`src/rtl/ctrl_time_seq.sv`:
```
// Programmable time-scheduled step sequencer: walks a runtime-loaded table of
// (switch time, value) segments against an external step counter.
module ctrl_time_seq #(
  parameter int N_SEG = 8,
  parameter int W_CNT = 12,
  parameter int W_VAL = 64,
  localparam int AW = $clog2(N_SEG + 1)
) (
  input  logic             clk,
  input  logic             sta,
  input  logic [W_CNT-1:0] counter,
  input  logic             mode,
  input  logic             cfg_we,
  input  logic [AW-1:0]    cfg_addr,
  input  logic [W_CNT-1:0] cfg_time,
  input  logic [W_VAL-1:0] cfg_value,
  input  logic             cfg_len_we,
  input  logic [AW-1:0]    cfg_len,
  output logic [W_VAL-1:0] y,
  output logic [AW-1:0]    seg_idx,
  output logic             seg_strobe,
  output logic             done
);

  // Power-of-two depth keeps every AW-bit index in range; entries above N_SEG stay unused.
  localparam int DEPTH = 1 << AW;

  logic [W_CNT-1:0] time_reg  [DEPTH];
  logic [W_VAL-1:0] value_reg [DEPTH];
  logic [AW-1:0]    n_act_reg;

  logic [AW-1:0]    seg_idx_reg, seg_idx_next;
  logic [W_VAL-1:0] y_reg, y_next;
  logic             strobe_reg, strobe_next;
  logic             done_reg, done_next;

  logic [AW-1:0]    nxt_idx;
  logic [W_CNT-1:0] nxt_time_m1;
  logic [W_CNT-1:0] first_time_m1;
  logic             adv;
  logic             rearm;

  // Table is deliberately outside the sequencer reset so a restart replays it.
  always_ff @(posedge clk) begin
    if (cfg_we && (cfg_addr <= AW'(N_SEG))) begin
      value_reg[cfg_addr] <= cfg_value;
      if (cfg_addr != '0) begin
        time_reg[cfg_addr] <= cfg_time;
      end
    end
    if (cfg_len_we) begin
      n_act_reg <= (cfg_len > AW'(N_SEG)) ? AW'(N_SEG) : cfg_len;
    end
  end

  always_comb begin
    // seg_idx < n_act <= N_SEG whenever nxt_idx is used, so it never wraps.
    nxt_idx       = seg_idx_reg + AW'(1);
    nxt_time_m1   = time_reg[nxt_idx] - W_CNT'(1);
    first_time_m1 = time_reg[1] - W_CNT'(1);
    adv   = (seg_idx_reg < n_act_reg) && (counter == nxt_time_m1);
    rearm = mode && (n_act_reg != '0) && (seg_idx_reg >= n_act_reg) &&
            (counter == first_time_m1);

    seg_idx_next = seg_idx_reg;
    y_next       = value_reg[seg_idx_reg];
    strobe_next  = 1'b0;
    if (adv) begin
      seg_idx_next = nxt_idx;
      y_next       = value_reg[nxt_idx];
      strobe_next  = 1'b1;
    end else if (rearm) begin
      // Cyclic re-arm restarts at segment 1; entry 0 is only the post-restart value.
      seg_idx_next = AW'(1);
      y_next       = value_reg[1];
      strobe_next  = 1'b1;
    end
    done_next = (seg_idx_next == n_act_reg);
  end

  always_ff @(posedge clk) begin
    if (sta) begin
      seg_idx_reg <= '0;
      y_reg       <= '0;
      strobe_reg  <= 1'b0;
      done_reg    <= 1'b0;
    end else begin
      seg_idx_reg <= seg_idx_next;
      y_reg       <= y_next;
      strobe_reg  <= strobe_next;
      done_reg    <= done_next;
    end
  end

  assign y          = y_reg;
  assign seg_idx    = seg_idx_reg;
  assign seg_strobe = strobe_reg;
  assign done       = done_reg;

endmodule
```
`config.mk`:
```
export PLATFORM = sky130hd
export DESIGN_NAME = ctrl_time_seq
export DESIGN_NICKNAME = d
export VERILOG_FILES = /design/src/rtl/ctrl_time_seq.sv
export SDC_FILE = /design/constraint.sdc
export NUM_CORES = 2
export LEC_CHECK = 0
export CAP_MARGIN = 30
export CORE_MARGIN = 2
export CORE_UTILIZATION = 45
export CTS_CLUSTER_DIAMETER = 120
export CTS_CLUSTER_SIZE = 8
export DETAILED_ROUTE_END_ITERATION = 12
export PLACE_DENSITY_LB_ADDON = 0.2
export SLEW_MARGIN = 30
export SYNTH_ARGS = -nofsm -noshare
export SYNTH_HDL_FRONTEND = slang
export SYNTH_SLANG_ARGS = --single-unit
```
`constraint.sdc`:
```
create_clock -name clk -period 12 [get_ports clk]
set_input_delay 2.4 -clock clk [delete_from_list [all_inputs] [get_ports clk]]
set_output_delay 2.4 -clock clk [all_outputs]
set_load 0.02 [all_outputs]
```
==> impl_summary.log <==
INFO  metric first_pass_grt_wire_length = 198000 um
INFO  metric final_hold_viol_count = 0
INFO  metric run_status = finished, final reports clean
INFO  metric synth.lib_cells_used.distinct = 55
INFO  metric asyncSetResetFlopFracSynth = 0%
INFO  metric power.ir.vdd_worst = 0.140 mV
INFO  metric first_global_vias = 31.6k
INFO  metric cts-buffers-inserted = 179
INFO  metric most_frequent_standard_cell_in_the_layout_excluding_fill_and_tap_cells = sky130_fd_sc_hd__edfxtp_1
INFO  metric crit_fanout = 79
INFO  metric timing.setup.tns = 0 ps
INFO  metric clock-root-buffer = sky130_fd_sc_hd__clkbuf_16
INFO  metric crit_required = 12650 ps
INFO  metric yosys_most_used_dff = sky130_fd_sc_hd__edfxtp_1
INFO  metric cts_setup_buffers = 0
INFO  metric slew_limit_fails = 0
INFO  metric top_library_cells_by_usage_in_the_layout_fill_and_taps_aside = 1220 x sky130_fd_sc_hd__edfxtp_1, 688 x sky130_fd_sc_hd__mux4_2, 544 x sky130_fd_sc_hd__conb_1, 185 x sky130_fd_sc_hd__clkbuf_16, 169 x sky130_fd_sc_hd__clkdlybuf4s50_1
INFO  metric wl_per_cell = 25.5 um
INFO  metric route.final.wire_length = 131000 um
INFO  metric largest_register_ff_count = 1024
INFO  metric fillerInstances = 9589
INFO  metric core.rowCount = 130
INFO  metric antenna_left = 0
INFO  metric detail_route.vias_per_cell = 5.76
INFO  metric worstPathArrival = 6970 ps
INFO  metric ys_seq_area_share = 66.3%
INFO  metric fin_total_pwr = 10.2 mW
INFO  metric cts.htree.levels = 4
INFO  metric skew = 17.4 ps
INFO  metric dpl-instance-area = 63000 um^2
INFO  metric cts_max_path_buffers = 3
INFO  metric vias = 29.6k
INFO  metric timing.final.crit_period = 6330 ps
INFO  metric grt_max_degree = 148
INFO  metric top_level_ports = 171
INFO  metric postSynthCellCount = 2588
INFO  metric grt_setup_unrepaired = false
INFO  metric drt_first_pass_iters = 7
INFO  metric post-route-worst-setup-slack = 5670 ps
INFO  metric critPathKind = register to register
INFO  metric number_of_flops_mapped_to_enable_cells_by_yosys = 1220
INFO  metric cts_tree = yes
INFO  metric maxCapViolations = 0
INFO  metric final_weighted_congestion_of_routability_driven_global_placement = 0.788
INFO  metric sum_of_overflow_across_all_layers_after_global_routing = 0
INFO  metric worst_setup_path_end_kind = register
INFO  metric achievable-frequency = 158 MHz
INFO  metric worst_skew_pair_latency = 780 ps
INFO  metric final_min_period_over_clock_period = 52.7%
INFO  metric ys_ff_latch = 1290
INFO  metric place_ws = 5260 ps
INFO  metric final_layout_size_suffix_gt1_share = 27.8%
INFO  metric nets_final = 3453
INFO  metric path_clk_slew = 50 ps
INFO  metric setup_violations = 0
INFO  metric drt_iter0_markers = 2608
INFO  metric syn_to_final_growth = 19.2%
INFO  metric layout.core_utilization = 54.2%
INFO  metric post-route-cell-area = 68300 um^2
INFO  metric total_leakage_power = 21.9 nW
INFO  metric detail_route.drc_violations = 0
INFO  metric overall_die_width = 361 um
INFO  metric syn-mean-instance-area = 22.2 um^2
INFO  metric dieHeight = 361 um
INFO  metric power_per_cell_area = 150 nW/um^2
INFO  metric startpoint_type = register
INFO  metric hold_path_class = register to register
INFO  metric numPortBuffers = 170
INFO  metric core_area = 126000 um^2
INFO  metric slew_headroom = 36.2%
INFO  metric grt_usage = 20.5%
INFO  metric synth_area = 57300 um^2
INFO  metric initial_antenna_violation_count = 16
INFO  metric yosys_warnings = 0
INFO  metric cts_resized = 0
INFO  metric cts_hold_repair.buffers = 0
INFO  metric post-dp-hpwl = 71500 um
INFO  metric dieArea = 130000 um^2
INFO  metric clock-sinks = 1290
INFO  metric max_slew.worst_pin.slew = 957 ps
INFO  metric effective_utilization_at_floorplan = 45.5%
[final timing paths]
| check | cells after the start | start | slack [ps] | endpoint |
|---|---|---|---|---|
| setup reg to reg | 14 | seg_idx[0]$_SDFF_PP0_ | 5670 | done$_SDFF_PP0_ |
| hold reg to reg | 2 | n_act_reg[1]$_SDFFCE_PN0P_ | 640 | done$_SDFF_PP0_ |
| setup / recovery | 14 | seg_idx[0]$_SDFF_PP0_ | 5670 | done$_SDFF_PP0_ |
| hold / removal | 2 | n_act_reg[1]$_SDFFCE_PN0P_ | 640 | done$_SDFF_PP0_ |
[synth_stat cells (all sizes together), types with 9 or more instances]
master	n	area share [%]
mux2i	103	1.8
a211oi	65	0.85
edfxtp	1220	64
nor2	94	0.62
xnor2	22	0.36
clkbuf	131	0.86
nor3	10	0.087
mux4	688	27
nor4	9	0.12
nand2	13	0.085
xor2	13	0.23
inv	12	0.079
buf	60	0.48
dfxtp	70	2.4
[routing by layer]
layer | vias to the layer above | global-route usage, % | part of all wire [%] | wire (um)
li1 | 12400 | - | - | -
met3 | 242 | 4.68 | 6.6 | 8670
met2 | 1006 | 34.8 | 52 | 67600
met1 | 15900 | 26.4 | 39 | 51300
met5 | - | 0 | 0.086 | 113
met4 | 20 | 6.71 | 2.4 | 3200
[worst max-delay path, stage by stage, from the launching register on]
cell and delay (ps):
sky130_fd_sc_hd__dfxtp_4 620, sky130_fd_sc_hd__ha_4 660, sky130_fd_sc_hd__buf_12 450, sky130_fd_sc_hd__buf_16 430, sky130_fd_sc_hd__mux4_2 390, sky130_fd_sc_hd__mux4_2 530
sky130_fd_sc_hd__a211oi_1 480, sky130_fd_sc_hd__nand4_1 200, sky130_fd_sc_hd__xnor2_1 170, sky130_fd_sc_hd__or4_1 600, sky130_fd_sc_hd__a2111oi_0 690, sky130_fd_sc_hd__buf_4 240
sky130_fd_sc_hd__nor2_1 50, sky130_fd_sc_hd__mux2_2 310, sky130_fd_sc_hd__o2111a_1 250
[layout make-up]
type	instances	area (um^2)	area share, %
clock inverters	5	43.8	0.0641
well taps	1650	2060	3.02
multi-input cells	1638	20600	30.2
clock buffers	305	5080	7.44
repair buffers	224	2370	3.47
diodes	8	20.0	0.0293
inverters	12	45.0	0.0659
flip-flops and latches	1290	38100	55.7
[cell families (layout without fill, tap and decap cells)]
kind of cell    after synthesis  in the layout  synth area share (%)
compound gates               93             93                  1.20
xor+xnor                     35             35                 0.594
fa+ha+maj                     7              7                 0.153
buf+inv                     203            546                  1.41
flops                      1290           1290                  66.3
mux                         796            796                  28.9
other cells                   1            552               0.00654
simple gates                163            163                  1.35
[power breakdown]
| group | internal (mW) | leakage [nW] | switching, mW |
|---|---|---|---|
| Combinational | 0.173 | 7.39 | 0.185 |
| Clock | 2.83 | 2.44 | 1.79 |
| Sequential | 5.17 | 12.0 | 0.0910 |
| Total | 8.17 | 21.9 | 2.07 |
[per-stage QoR]
stage                     hold WS, ps  cells
final                             636   5132
after global routing              657   5129
after CTS                         640   5119
after detailed placement          622   4809
after global placement            594   4806
after floorplan                   530   3131
No activity file was read; power rests on OpenSTA's default activity.
